<file path="src/rtl/ring_nic_if_if.sv">
// Processor register bus and router link bundle for the ring NIC.
// The slave modport is the NIC side; master is the processor/router side.
interface ring_nic_if_if #(
  parameter int unsigned W = 64
);
  logic [1:0]   addr;
  logic [W-1:0] d_in;
  logic [W-1:0] d_out;
  logic         nicEn;
  logic         nicWrEn;
  logic         net_si;
  logic         net_ri;
  logic [W-1:0] net_di;
  logic         net_so;
  logic         net_ro;
  logic [W-1:0] net_do;
  logic         net_polarity;

  modport slave (
    input  addr, d_in, nicEn, nicWrEn, net_si, net_ri, net_di, net_polarity,
    output d_out, net_so, net_ro, net_do
  );

  modport master (
    output addr, d_in, nicEn, nicWrEn, net_si, net_ri, net_di, net_polarity,
    input  d_out, net_so, net_ro, net_do
  );
endinterface

</file>
<file path="src/rtl/ring_nic_if.sv">
// Ring network interface: a 2-entry input FIFO (router -> processor) and a 2-entry
// output FIFO (processor -> router) with polarity-gated injection.
module ring_nic_if #(
  parameter int unsigned DEPTH = 2,
  parameter int unsigned W     = 64
) (
  input logic          CLK,
  input logic          RESET,
  ring_nic_if_if.slave bus
);
  localparam logic [1:0] Full = 2'(DEPTH);

  logic [W-1:0] in_mem_q  [2];
  logic [W-1:0] out_mem_q [2];
  logic         in_rd_q, in_wr_q, out_rd_q, out_wr_q;
  logic [1:0]   in_cnt_q, out_cnt_q;
  logic         in_push, in_pop, out_push, out_pop, rd_en;

  always_comb begin
    rd_en        = bus.nicEn && !bus.nicWrEn;
    bus.net_ro   = (in_cnt_q != Full);
    in_push      = bus.net_si && bus.net_ro;
    in_pop       = rd_en && (bus.addr == 2'b00) && (in_cnt_q != 2'd0);
    // Full check uses registered count, so a same-cycle injection cannot make room.
    out_push     = bus.nicEn && bus.nicWrEn && (bus.addr == 2'b10) && (out_cnt_q != Full);
    bus.net_do   = out_mem_q[out_rd_q];
    bus.net_so   = (out_cnt_q != 2'd0) && bus.net_ri && (bus.net_polarity == bus.net_do[0]);
    out_pop      = bus.net_so;
    bus.d_out    = '0;
    if (rd_en) begin
      unique case (bus.addr)
        2'b00:   bus.d_out = in_mem_q[in_rd_q];
        2'b01:   bus.d_out = {{(W-2){1'b0}}, in_cnt_q};
        2'b11:   bus.d_out = {{(W-2){1'b0}}, out_cnt_q};
        default: bus.d_out = '0;
      endcase
    end
  end

  always_ff @(posedge CLK) begin
    if (RESET) begin
      in_cnt_q  <= 2'd0;
      in_rd_q   <= 1'b0;
      in_wr_q   <= 1'b0;
      out_cnt_q <= 2'd0;
      out_rd_q  <= 1'b0;
      out_wr_q  <= 1'b0;
    end else begin
      in_cnt_q  <= in_cnt_q + {1'b0, in_push} - {1'b0, in_pop};
      out_cnt_q <= out_cnt_q + {1'b0, out_push} - {1'b0, out_pop};
      if (in_push)  in_wr_q  <= ~in_wr_q;
      if (in_pop)   in_rd_q  <= ~in_rd_q;
      if (out_push) out_wr_q <= ~out_wr_q;
      if (out_pop)  out_rd_q <= ~out_rd_q;
    end
  end

  // Storage is never cleared; stale contents remain visible on empty reads.
  always_ff @(posedge CLK) begin
    if (!RESET && in_push)  in_mem_q[in_wr_q]   <= bus.net_di;
    if (!RESET && out_push) out_mem_q[out_wr_q] <= bus.d_in;
  end
endmodule
</file>
<file path="src/flat_wrapper.sv">
// flat-port wrapper written by rule: the top's interface ports become plain ports
module ring_nic_if_flat 
#(
  parameter int unsigned DEPTH = 2,
  parameter int unsigned W     = 64
)
  (CLK, RESET, bus_addr, bus_d_in, bus_nicEn, bus_nicWrEn, bus_net_si, bus_net_ri, bus_net_di, bus_net_polarity, bus_d_out, bus_net_so, bus_net_ro, bus_net_do);
  ring_nic_if_if #(.W(W)) bus_i ();
  input logic CLK;
  input logic RESET;
  input wire logic [$bits(bus_i.addr)-1:0] bus_addr;
  input wire logic [$bits(bus_i.d_in)-1:0] bus_d_in;
  input wire logic [$bits(bus_i.nicEn)-1:0] bus_nicEn;
  input wire logic [$bits(bus_i.nicWrEn)-1:0] bus_nicWrEn;
  input wire logic [$bits(bus_i.net_si)-1:0] bus_net_si;
  input wire logic [$bits(bus_i.net_ri)-1:0] bus_net_ri;
  input wire logic [$bits(bus_i.net_di)-1:0] bus_net_di;
  input wire logic [$bits(bus_i.net_polarity)-1:0] bus_net_polarity;
  output wire logic [$bits(bus_i.d_out)-1:0] bus_d_out;
  output wire logic [$bits(bus_i.net_so)-1:0] bus_net_so;
  output wire logic [$bits(bus_i.net_ro)-1:0] bus_net_ro;
  output wire logic [$bits(bus_i.net_do)-1:0] bus_net_do;
  assign bus_i.addr = bus_addr;
  assign bus_i.d_in = bus_d_in;
  assign bus_i.nicEn = bus_nicEn;
  assign bus_i.nicWrEn = bus_nicWrEn;
  assign bus_i.net_si = bus_net_si;
  assign bus_i.net_ri = bus_net_ri;
  assign bus_i.net_di = bus_net_di;
  assign bus_i.net_polarity = bus_net_polarity;
  assign bus_d_out = bus_i.d_out;
  assign bus_net_so = bus_i.net_so;
  assign bus_net_ro = bus_i.net_ro;
  assign bus_net_do = bus_i.net_do;
  ring_nic_if #(.DEPTH(DEPTH), .W(W)) u_core (.CLK(CLK), .RESET(RESET), .bus(bus_i));
endmodule
</file>
<file path="config.mk">
export PLATFORM = sky130hd
export DESIGN_NAME = ring_nic_if_flat
export DESIGN_NICKNAME = d
export VERILOG_FILES = /design/src/rtl/ring_nic_if_if.sv /design/src/rtl/ring_nic_if.sv /design/src/flat_wrapper.sv
export SDC_FILE = /design/constraint.sdc
export NUM_CORES = 1
export LEC_CHECK = 0
export BUFFER_PORTS_ARGS = -buffer_cell sky130_fd_sc_hd__buf_4
export CAP_MARGIN = 10
export CORE_MARGIN = 2
export CORE_UTILIZATION = 54
export CTS_BUF_LIST = sky130_fd_sc_hd__clkbuf_8
export DETAILED_ROUTE_END_ITERATION = 10
export GPL_TIMING_DRIVEN = 0
export PLACE_DENSITY = 0.82
export SLEW_MARGIN = 20
export SYNTH_ARGS = -nofsm -noshare
export SYNTH_HDL_FRONTEND = slang
export SYNTH_SLANG_ARGS = --single-unit
</file>
<file path="constraint.sdc">
create_clock -name CLK -period 8.28 [get_ports CLK]
set_clock_uncertainty 0.15 [all_clocks]
set_input_delay 0 -clock CLK [delete_from_list [all_inputs] [get_ports CLK]]
set_output_delay 0 -clock CLK [all_outputs]
set_load 0.05 [all_outputs]
</file>
==> results by stage, run 1 <==
STA:
- The number of pins with negative max-slew slack in the final report is 0.
- Of the available clock period, the critical path in the final layout requires 0.3269.
- The count of final hold-check violations came to 0.
- The total negative slack is 0 ps.
- Setup violations remaining at the end of the flow were counted as 0.
- Setup repair after global routing left no endpoint under its margin.
- The pin slew with the least headroom to its limit is between 800 and 900 ps.
- Based on the critical path, the design can be clocked at up to around 370 MHz.
- The relative max-transition margin is 0.4402.
- The worst path setup slack after routing is 5574 ps.
- The final critical path time including I/O delays and setup is about 2700 ps.

Worst hold path:
- In this run the worst hold path is classified as in -> reg.
- For hold timing, the worst endpoint is u_core.out_cnt_q[1]$_SDFF_PP0_.
- The startpoint identified for the worst hold timing path is bus_net_polarity.
- The cell depth of the worst hold path is 6.

Clock tree:
- The post-CTS clock slew at the launch and capture registers of the worst setup and hold paths is roughly 60 ps.
- Buffers added to address setup during post-CTS repair amount to 0.
- TritonCTS created 42 clock buffers.
- The maximum number of buffers from clock root to sink is 3.
- The clock root buffer is sky130_fd_sc_hd__clkbuf_8.
- The number of cells upsized or downsized after cts is 0.
- The clock latency at the later pin of the worst-skew pair is roughly 530 ps.
- TritonCTS built the clock tree.
- CTS saw between 200 and 300 sinks.
- The number of H-tree levels is 2.

Layout:
- From synthesis to final layout, the design area changed by 45.90%.
- The layout has about 880 filler cells.
- The post-route core utilization is 0.8038.
- The final layout contains about 1100 nets.
- The final standard cell count with taps included and fillers excluded is approximately 1300.
- The number of antenna diodes in the final layout is 0.
- The area of all sequential standard cells is 7888 µm².
- In the final layout, the share of cells above drive strength 1 is 0.4094.
- The area of combinational cells with multiple inputs is approximately 1900 µm².

Floorplanning:
- The floorplan has 49 rows.
- The die covers roughly 19000 µm².
- The boundary pin count is roughly 270.
- The die span in x is roughly 140 µm.
- The initial utilization of the core area, before any placement, comes to 0.5509.
- From bottom edge to top edge, the die measures around 140 µm.
- The placeable core area is ~18000 µm².

Worst setup path:
- The critical path goes through inv_1, o21ai_0, nor3b_2, buf_4, buf_4, buf_4, buf_6.
- The most frequent cell on the critical path is sky130_fd_sc_hd__buf_4.
- The slowest stage of the critical path is the sky130_fd_sc_hd__nor3b_2 cell.
- The critical path is of the reg -> reg type.
- For the worst setup path, the data arrival time is roughly 2800 ps.
- In this run the register-to-register setup slack is around 5600 ps.
- The delay of the slowest critical-path stage is ~700 ps.
- At the worst endpoint, the required time is between 8000 and 9000 ps.
- The worst register-to-register path ends at u_core.out_mem_q[1][38]$_DFFE_PP_.
- Along the worst path, the maximum fanout reaches 11.
- STA classifies the critical path startpoint as a flop.
- The worst register-to-register path has a depth of 7.
- The critical register-to-register path startpoint is u_core.out_cnt_q[1]$_SDFF_PP0_.
- The worst setup path is captured at a flop.

Global routing:
- The initial antenna violation count is 0.
- The number of global-route vias before repair was 7273.
- The first-pass GRT wire length is between 40000 and 50000 µm.
- Across every metal layer, demand over resource in global routing totals 0.2674.
- Entering global routing, the biggest net connects 12 pins.
- The remaining global-route overflow is 0.

Synthesis:
- The synthesized cell area is 9930 µm².
- Counting every instance in the synthesized netlist gives around 530.
- The mean area per synthesized cell is roughly 19 µm².
- The sequential fraction of the synthesis area is 0.7944.
- The net count of the mapped netlist is around 670.
- The number of distinct library cell variants in the gate-level netlist after synthesis is 24.
- During synthesis, Yosys emitted a total of 0 warnings.
- The synthesis-stage register bit count is about 270.

Power:
- The power density over the cells is between 150 and 200 nW/µm².
- The maximum vdd drop is 0.0001920 V.
- The net switching power of the design is between 0.0006 and 0.0007 W.
- For this design the static power due to leakage is 5.513 nW.
- Internal power comes to roughly 0.0022 W.
- The combinational group share of total power is 0.113.
- The relative contribution of the clock network to total power is 0.348.
- The switching share of total power is 0.2402.
- The share of power burned in registers is 0.539.

Placed design:
- At the end of routability-driven placement, the weighted congestion stood at about 0.8.
- The half-perimeter wire length after placement is roughly 16000 µm.
- In this run the tool buffered the top-level ports with between 200 and 300 buffer cells.
- The total placed cells including tap cells is 1050.
- OpenSTA, run right after detailed placement, puts the worst setup slack at around 5600 ps.

Flow run:
- The number of max-capacitance violations reported is 0.

Routing:
- The first routing iteration left 343 violations.
- For this block, the routed nets add up to 26250 µm of wire.
- The detail-routed via count per cell is between 5 and 6.
- After detailed routing, the average wire length per cell comes to between 20 and 25 µm.
- Once detail routing completed, the nets flagged for antenna violations numbered 0.
- Before antenna repair, the detailed router went through 5 iterations.
- Detailed routing inserted a total of between 6000 and 7000 vias.
- For this run, design rule violations remaining after detail routing come to 0.

Outcome:
- The flow ran to the end, and the final reports show no timing, DRC or antenna violations.
cell usage after synthesis, drive strengths merged:
library cell	number	area share
a22oi	2	0.0015
and4b	1	0.0010
xor2	4	0.0035
mux2	69	0.079
mux2i	62	0.063
xnor2	4	0.0035
ha	4	0.0050
o21ai	3	0.0015
nor3b	2	0.0015
nand2	2	0.00076
buf	20	0.0082
nand2b	2	0.0013
nor2	75	0.029
nor2b	3	0.0019
nor3	2	0.0010
clkbuf	2	0.00076
or4b	1	0.0010
inv	7	0.0026
dfxtp	10	0.020
edfxtp	256	0.77
sequential cells by signal (all words and copies together), names as in the netlist, named ones only:
name / count
u_core.in_cnt_q: 2
u_core.in_mem_q: 128
u_core.in_rd_q: 1
u_core.in_wr_q: 1
u_core.out_cnt_q: 2
u_core.out_mem_q: 128
u_core.out_rd_q: 1
u_core.out_wr_q: 1
metal layers:
| metal | part of all wire | track usage | vias up |
|---|---|---|---|
| li1 | - | - | 2941 |
| met1 | 0.37 | 0.3036 | 3243 |
| met2 | 0.53 | 0.4930 | 319 |
| met3 | 0.085 | 0.07639 | 34 |
| met4 | 0.018 | 0.07632 | 0 |
| met5 | 0 | 0 | - |
critical path: cells and delay by family, from the launching register on:
kind / cells / cell delay [ps]
simple gates: 1 / 700
flops: 1 / 350
buf+inv: 5 / 1020
compound gates: 1 / 180
logic make-up after synthesis:
logic type,Yosys count,share of synthesized area
compound gates,5,0.003023
xor+xnor,8,0.007056
fa+ha+maj,4,0.005041
buf+inv,29,0.01159
flops,266,0.7944
mux,131,0.1411
simple gates,88,0.03780
repair_timing:
item | CTS | global route
setup endpoints to repair | 0 | 0
hold endpoints to repair | 282 | 0
hold buffers | 132 | 0
cell type report:
cell class / count / area share
Clock buffer: 45 / 0.04275
Inverter: 7 / 0.001814
Clock inverter: 28 / 0.007686
Tap cell: 229 / 0.01978
Multi-Input combinational cell: 236 / 0.1344
Timing Repair Buffer: 422 / 0.2430
Sequential cell: 266 / 0.5444
Buffer: 22 / 0.006132
worst max-delay path by stage:
stage / startpoint / to / slack (ps) / cells past startpoint
CTS: u_core.out_cnt_q[0]$_SDFF_PP0_ / u_core.out_mem_q[1][38]$_DFFE_PP_ / 5560 / 6
global placement: u_core.in_cnt_q[0]$_SDFF_PP0_ / u_core.in_mem_q[1][53]$_DFFE_PP_ / 240 / 3
detailed placement: bus_addr[0] / u_core.out_mem_q[1][39]$_DFFE_PP_ / 5560 / 8
finish: u_core.out_cnt_q[1]$_SDFF_PP0_ / u_core.out_mem_q[1][38]$_DFFE_PP_ / 5570 / 7
floorplan: u_core.in_cnt_q[0]$_SDFF_PP0_ / u_core.in_mem_q[1][0]$_DFFE_PP_ / 1850 / 3
global route: u_core.out_cnt_q[0]$_SDFF_PP0_ / u_core.out_mem_q[0][39]$_DFFE_PP_ / 5420 / 6
per-stage QoR:
step | hold WS [ps] | instance area, µm² | total power (W)
6_report | 38.64 | 14490 | 0.002861
3_5_place_dp | 37.36 | 12440 | 0.001831
5_1_grt | 22.34 | 14490 | 0.002961
4_1_cts | 8.150 | 14490 | 0.002847
3_3_place_gp | 34.75 | 12210 | 0.001817
2_1_floorplan | -78.39 | 9930 | 0.001715
placed cells by master (no fill, tap or decap):
master / n
sky130_fd_sc_hd__buf_4: 284
sky130_fd_sc_hd__edfxtp_1: 256
sky130_fd_sc_hd__dlygate4sd3_1: 132
sky130_fd_sc_hd__nor2_1: 73
sky130_fd_sc_hd__mux2_2: 68
sky130_fd_sc_hd__mux2i_1: 62
sky130_fd_sc_hd__clkbuf_8: 45
sky130_fd_sc_hd__inv_1: 20
sky130_fd_sc_hd__buf_1: 15
sky130_fd_sc_hd__dfxtp_1: 10
sky130_fd_sc_hd__clkinv_1: 10
sky130_fd_sc_hd__buf_6: 6
sky130_fd_sc_hd__buf_2: 5
sky130_fd_sc_hd__clkinv_2: 5
sky130_fd_sc_hd__xor2_1: 4
sky130_fd_sc_hd__xnor2_1: 4
sky130_fd_sc_hd__ha_1: 4
sky130_fd_sc_hd__o21ai_0: 3
sky130_fd_sc_hd__nor2b_1: 3
sky130_fd_sc_hd__nand2b_1: 2
sky130_fd_sc_hd__nand2_1: 2
sky130_fd_sc_hd__clkbuf_1: 2
sky130_fd_sc_hd__a22oi_1: 2
sky130_fd_sc_hd__nor3b_2: 2
sky130_fd_sc_hd__nor3_2: 2
sky130_fd_sc_hd__or4b_1: 1
sky130_fd_sc_hd__nor2_4: 1
sky130_fd_sc_hd__mux2_4: 1
sky130_fd_sc_hd__nor2_2: 1
sky130_fd_sc_hd__and4b_1: 1
power by group through the flow:
stage	registers (W)	clock network, W	logic, W
CTS	0.00154	0.000990	0.000316
global placement	0.00157	0	0.000242
floorplan	0.00157	0	0.000144
global route	0.00154	0.00108	0.000341
finish	0.00154	0.000997	0.000323
detailed placement	0.00157	0	0.000263
Power figures use the tool's default switching activity.
==> inputs of run 2 (changes only) <==
ABC_AREA = 1   (was unset)
CORE_UTILIZATION = 49   (was 54)
PLACE_DENSITY = 0.78   (was 0.82)
clock period = 2.23 ns   (was 8.28 ns; I/O delays follow)
==> results by stage, run 2 <==
STA:
- Dividing the final minimum period by the clock period gives 0.9645.
- Across all hold checks on the routed design, the worst slack comes to about 31 ps.
- The pin slew with the least headroom to its limit is 654.9 ps.
- Setup repair after global routing could not meet its margin everywhere.
- The number of pins with negative max-slew slack in the final report is 0.
- The count of final hold-check violations came to 0.
- The final critical path time including I/O delays and setup is approximately 2200 ps.
- The fmax is 465.0 MHz.
- The relative max-transition margin is 0.5624.
- Setup violations remaining at the end of the flow were counted as 0.

Global routing:
- The first-pass GRT wire length is 42820 µm.
- The total overflow left after global routing is 0.
- The largest net degree at the start of global routing is 26.
- The number of global-route vias before repair is 8196.
- The total global routing track utilization is 0.2531.
- The initial antenna violation count is 1.

Worst setup path:
- The count of cells along the worst register-to-register path is 7.
- The endpoint class of the critical path is an output pin.
- The required time at the endpoint of the critical path is 2080 ps.
- The endpoint of the most critical register-to-register path is u_core.in_mem_q[1][28]$_DFFE_PP_.
- The worst reg-to-reg setup slack is between 150 and 200 ps.
- Along the worst path, the maximum fanout reaches 10.
- The classification of the worst setup path is reg -> out.
- The critical path startpoint category is a flop.
- STA puts the critical path data arrival time at 2000 ps.
- In this run the critical register-to-register path is launched from u_core.in_cnt_q[0]$_SDFF_PP0_.

Placed design:
- Once detailed placement completed, the half-perimeter wirelength came to 16680 µm.
- Including well taps, the total number of placed cells is 1313.
- The number of port buffers is roughly 270.
- The global placer's final weighted congestion is a little under 0.8.

Floorplanning:
- The floorplan has 52 rows.
- The area enclosed by the die boundary is about 22000 µm².
- The die span in x is about 150 µm.
- The placeable core area is between 20000 and 25000 µm².
- During I/O placement, the number of pins put on the boundary was ~270.
- The initial utilization of the core area, before any placement, comes to 0.5031.
- The floorplan step set the die height to about 150 µm.

Clock tree:
- After clock tree synthesis, the clock-pin slew on the worst setup and hold paths is around 60 ps.
- The number of buffers added by the clock tree synthesis step is about 40.
- The count of clock tree sinks is between 200 and 300.
- CTS built an H-tree with a depth of 2.
- Clock latency on the worst-skew pair, taken at its later pin, is 530 ps.
- The root buffer cell chosen for the clock tree is sky130_fd_sc_hd__clkbuf_8.
- TritonCTS built the clock tree.
- The maximum number of buffers from clock root to sink is 3.

Power:
- The maximum vdd drop is 0.0006114 V.
- Dividing total power by cell area gives a power density of a little over 700 nW/µm².
- The internal portion of total power is between 0.007 and 0.008 W.
- The share of total power dissipated in sequential elements is 0.536.
- The switching share of total power is 0.2511.
- Summed over all cells, the static leakage comes to slightly above 6 nW.
- The share of total power dissipated in the clock network is 0.340.
- For this design the total switching power over the nets is approximately 0.0027 W.
- The combinational group share of total power is 0.124.

Synthesis:
- Counting every instance in the synthesized netlist gives between 700 and 800.
- For this run, the number of Yosys warnings is 0.
- Counting flops and latches in the post-synthesis netlist gives around 270.
- Among all flip-flop cells after synthesis, the most frequent one is sky130_fd_sc_hd__edfxtp_1.
- The commonest cells after synthesis are 330 x sky130_fd_sc_hd__nand2_1, 256 x sky130_fd_sc_hd__edfxtp_1, 60 x sky130_fd_sc_hd__a21oi_2, 21 x sky130_fd_sc_hd__inv_1.
- The most common cell in the netlist is sky130_fd_sc_hd__nand2_1.
- Counting every net in the synthesized netlist gives about 900.
- The number of enable-type register cells in the synthesized netlist is between 200 and 300.
- The cell type contributing the most total cell area after synthesis is sky130_fd_sc_hd__edfxtp_1.
- Counting flops with an async set or reset pin after synthesis yields a share of 0.
- The number of distinct library cell variants in the gate-level netlist after synthesis is 26.
- A synthesized cell averages between 10 and 15 µm².
- Yosys attributes the largest share of cell area to sky130_fd_sc_hd__edfxtp_1 75%, sky130_fd_sc_hd__nand2_1 12%, sky130_fd_sc_hd__a21oi_2 5.1%.
- The portion of synthesized cell area occupied by the leading cell type is 0.7504.
- The sequential fraction of the synthesis area is 0.7699.
- In this run the cell area of the synthesized design comes to about 10000 µm².

Routing:
- The number of iterations in the first detailed-routing pass is 5.
- The total length of routed wires is between 20000 and 30000 µm.
- For this run, design rule violations remaining after detail routing come to 0.
- Dividing the detail-routed wire length by the instance count gives about 18 µm.
- The detail route stage leaves a number of antenna-violating nets equal to 0.
- The detailed router placed around 7700 vias in this run.
- After detailed routing, the number of vias per cell comes to between 5 and 6.
- After the first detailed-routing iteration, the DRC count stood at roughly 470.

Layout:
- For this run, the number of standard cells in the final layout without fillers is between 1500 and 2000.
- The fraction of layout cells with a size suffix above 1 is 0.3512.
- After the last flow step, the layout net total stands at about 1400.
- The library cells used most frequently in the layout, excluding fill and tap cells, are 326 x sky130_fd_sc_hd__nand2_1, 267 x sky130_fd_sc_hd__buf_4, 256 x sky130_fd_sc_hd__edfxtp_1, 138 x sky130_fd_sc_hd__dlygate4sd3_1, 60 x sky130_fd_sc_hd__a21oi_2.
- The largest registers in the layout are u_core.in_mem_q x128, u_core.out_mem_q x128.
- The most common cell after layout, fill and taps aside is sky130_fd_sc_hd__nand2_1.
- Relative to the synthesized area, the layout overhead comes to 46.72%.

Worst hold path:
- In this run the worst hold path is classified as in -> reg.
- For hold timing, the worst endpoint is u_core.in_mem_q[0][16]$_DFFE_PP_.
- The cell depth of the worst hold path is 2.
- The worst hold path begins at bus_net_di[16].

Flow run:
- Across the run, the number of max-cap violations was 0.

Outcome:
- The run finished with clean final reports.
-- run 2: timing repair --
item / 4_1_cts / 5_1_grt
endpoints found under the setup margin: 0 / 29
gates resized for setup: 0 / 9
hold buffers: 139 / 0
hold endpoints to repair: 393 / 0
setup buffers: 0 / 0
-- run 2: cell type report --
class | count | area [µm²]
sequential | 266 | 7891
fill | 1147 | 5334
timing repair buffer | 419 | 3641
multi-input combinational | 439 | 2156
clock buffer | 42 | 578.1
tap | 270 | 337.8
buffer | 32 | 195.2
clock inverter | 29 | 126.4
inverter | 26 | 102.6
antenna | 1 | 2.502
-- run 2: how the worst max path moves through the flow --
stage	cells after the start	slack, ps	end	start
finish	5	80	bus_d_out[4]	flop
global placement	6	-1250	u_core.out_mem_q[1][19]$_DFFE_PP_	bus_addr[0]
detailed placement	7	160	u_core.in_mem_q[1][26]$_DFFE_PP_	u_core.in_cnt_q[0]$_SDFF_PP0_
floorplan	4	-490	u_core.in_mem_q[1][0]$_DFFE_PP_	u_core.in_cnt_q[0]$_SDFF_PP0_
CTS	5	50	bus_d_out[10]	flop
global route	5	-20	bus_d_out[30]	flop
-- run 2: kinds of logic after synthesis --
family,share of synthesized area
AOI/OAI and AO/OA,0.05716
DFF,0.7699
and+or+nand+nor,0.1378
buffers and inverters,0.02858
xor gates and xnor gates,0.001710
adders and majority gates,0.004885
-- run 2: layer usage --
| metal | GRT usage | vias up | part of all wire |
|---|---|---|---|
| met1 | 0.2831 | 3687 | 0.36 |
| li1 | - | 3543 | - |
| met3 | 0.06564 | 54 | 0.084 |
| met5 | 0 | - | 0 |
| met4 | 0.08857 | 0 | 0.026 |
| met2 | 0.4674 | 369 | 0.53 |
-- run 2: stage by stage --
step	worst slack [ps]	instance area (µm²)	total power (W)	utilization	setup TNS (ps)
4_1_cts	53.10	15010	0.01054	0.7372	0
3_3_place_gp	-1251	12670	0.006785	0.6220	-205180
5_1_grt	-19.95	15030	0.01090	0.7381	-97.89
2_1_floorplan	-494.4	10330	0.006365	-	-61230
3_5_place_dp	163.1	12920	0.006844	0.6343	0
6_report	79.24	15030	0.01058	0.7381	0
-- run 2: critical path, cell delays in order (launching register included) --
cell	delay, ps
sky130_fd_sc_hd__dfxtp_1	320
sky130_fd_sc_hd__inv_2	190
sky130_fd_sc_hd__buf_1	430
sky130_fd_sc_hd__nand2_1	130
sky130_fd_sc_hd__a21oi_2	180
sky130_fd_sc_hd__buf_4	220
-- run 2: power by group through the flow --
stage	Combinational [W]	Sequential [W]	Clock (W)
after CTS	0.00128	0.00567	0.00359
after floorplan	0.000594	0.00577	0
after detailed placement	0.00107	0.00577	0
after global routing	0.00138	0.00568	0.00383
after global placement	0.00101	0.00577	0
final	0.00131	0.00567	0.00360
==> inputs of run 3 (changes only) <==
CAP_MARGIN = 20   (was 10)
CORE_UTILIZATION = 55   (was 49)
PLACE_DENSITY = 0.83   (was 0.78)
clock period = 2.2 ns   (was 2.23 ns; I/O delays follow)
==> results by stage, run 3 (synthesis results as in run 2) <==
Global routing:
- For this run, the total global-route usage over all layers was measured as 0.2999.
- The remaining global-route overflow is 0.
- The first-pass GRT wire length is 45200 µm.
- The initial antenna violation count is 3.
- Entering global routing, the biggest net connects 27 pins.
- The number of global-route vias before repair is approximately 8400.

Worst setup path:
- The signal on the critical path passes through dlygate4sd3_1, buf_4, inv_2, nand2_1, nor2_1, nand3_4, nor2_4, buf_12, buf_16.
- The cell type group with the largest total delay on the critical path is buffers and inverters.
- The classification of the worst setup path is in -> reg.
- STA classifies the critical path endpoint as a flop.
- At the worst endpoint, the required time is between 2000 and 2500 ps.
- The cell type of the slowest stage on the worst timing path is sky130_fd_sc_hd__dlygate4sd3_1.
- The critical path startpoint category is an input port.
- The delay of the slowest critical-path stage is 550 ps.
- The sum of buffers and inverters on the critical path is 5.
- The maximum net fanout on the critical path is 25.
- For the worst setup path, the data arrival time is approximately 2200 ps.

Floorplanning:
- The starting density of the core is 0.5645.
- The area enclosed by the die boundary is 19730 µm².
- The floorplan step set the die height to 140.5 µm.
- The die is around 140 µm wide.
- In this run the count of I/O pins placed on the die edge is 267.
- The initialized floorplan defines between 40 and 50 standard-cell rows.
- The placeable core area is about 18000 µm².

STA:
- After layout, the minimum clock period comes to just over 2000 ps.
- Setup violations remaining at the end of the flow were counted as 0.
- The number of pins with negative max-slew slack in the final report was 0.
- The count of final hold-check violations is 0.
- Hold timing on the final database bottoms out at a slack of 8.772 ps.
- The relative max-transition margin is 0.6123.
- At the pin with the least slew margin, the transition time is between 500 and 600 ps.
- Timing would allow up to between 400 and 500 MHz.
- The worst path meets setup with between 100 and 150 ps of slack.
- Setup repair after global routing left no endpoint under its margin.
- In the finished design, the share of the clock period the worst path needs comes to 0.9381.

Layout:
- The top cell types in the final layout, fill and taps aside, are 326 x sky130_fd_sc_hd__nand2_1, 276 x sky130_fd_sc_hd__buf_4, 256 x sky130_fd_sc_hd__edfxtp_1, 139 x sky130_fd_sc_hd__dlygate4sd3_1, 60 x sky130_fd_sc_hd__a21oi_2.
- In the final layout, the share of cells above drive strength 1 is 0.3575.
- The layout overhead on the synthesized area is 47.67%.
- Measured on the finished design, the core utilization comes to 0.8336.
- The layout net count is 1376.
- In the final layout, the registers with the most flip-flops are u_core.in_mem_q x128, u_core.out_mem_q x128.
- The count of cells in the finished layout, fillers not included, comes to 1500.
- The most common cell after layout, fill and taps aside is sky130_fd_sc_hd__nand2_1.

Power:
- Dividing total power by cell area gives a power density of about 730 nW/µm².
- Summed over all cells, the static leakage comes to slightly above 6 nW.
- The overall power after layout is roughly 0.011 W.
- The maximum vdd drop is ~0.00063 V.

Flow run:
- The number of max-capacitance violations reported is 0.

Clock tree:
- The count of clock tree sinks is about 270.
- The longest clock path from root to sink contains 3 buffers.
- The number of clock buffers added by TritonCTS is between 40 and 50.
- The clock reaches the later pin of the worst-skew pair after ~550 ps.
- The number of H-tree levels is 2.
- The clock root buffer is sky130_fd_sc_hd__clkbuf_8.
- TritonCTS built the clock tree.
- The post-CTS clock slew at the launch and capture registers of the worst setup and hold paths is about 80 ps.

Routing:
- The number of iterations in the first detailed-routing pass is 5.
- After the first detailed-routing iteration, the DRC count stood at approximately 500.
- The total via count after detailed routing is 7927.
- The average wire length per cell after detail routing is about 20 µm.
- Using the TritonRoute via totals, the vias-per-cell ratio works out to around 5.3.
- The antenna violation net count after detailed routing is 0.
- For this run, design rule violations remaining after detail routing come to 0.
- The total length of routed wires is between 20000 and 30000 µm.

Placed design:
- The global placer's final weighted congestion is 0.7596.
- The half-perimeter wire length after placement is ~17000 µm.
- Buffers placed on the I/O ports in this run total 266.
- The number of placed instances, taps included, is roughly 1300.
- The worst slack at placement is between 30 and 40 ps.

Outcome:
- The flow ran to the end, and the final reports show no timing, DRC or antenna violations.

Worst hold path:
- The tightest min-delay check is of the in -> reg type.
[run 3: path summary, 6_finish.rpt]
path,start,endpoint,slack (ps),depth (start not counted)
setup / recovery,bus_addr[0],u_core.out_mem_q[0][57]$_DFFE_PP_,140,9
hold reg to reg,u_core.in_wr_q$_SDFFE_PP0P_,u_core.in_wr_q$_SDFFE_PP0P_,320,2
setup reg to reg,u_core.out_wr_q$_SDFFE_PP0N_,u_core.out_mem_q[0][57]$_DFFE_PP_,160,5
hold / removal,bus_d_in[51],u_core.out_mem_q[0][51]$_DFFE_PP_,9,2
[run 3: metal layers]
metal	share of wire	GRT usage	vias to the layer above
met5	0	0	-
met4	0.030	0.1195	0
met3	0.085	0.08068	67
met2	0.54	0.5495	401
met1	0.35	0.3321	3884
li1	-	-	3575
[run 3: power by group]
part	total [W]	internal, W	switching, W
clock	0.00397	0.00201	0.00196
sequential	0.00576	0.00571	0.0000505
combinational	0.00135	0.000557	0.000791
total	0.0111	0.00827	0.00281
[run 3: through the flow]
step	area (µm²)	TNS (ps)
finish	15130	0
global route	15130	0
CTS	15020	0
detailed placement	12850	0
global placement	12620	-205990
floorplan	10330	-66990
[run 3: area by class of cell]
cell class / count / area, µm²
flip-flops and latches: 266 / 7891
repair buffers: 427 / 3712
fillers: 844 / 3019
multi-input cells: 439 / 2148
clock buffers: 45 / 619.3
well taps: 229 / 286.5
plain buffers: 32 / 201.4
clock inverters: 32 / 156.4
inverters: 26 / 102.6
diodes: 4 / 10.01
[run 3: repair_timing]
item / in CTS / in global routing
hold endpoints to repair: 376 / 0
setup endpoints to repair: 0 / 78
buffers inserted: 0 / 10
resized for setup: 0 / 14
hold buffers: 139 / 0
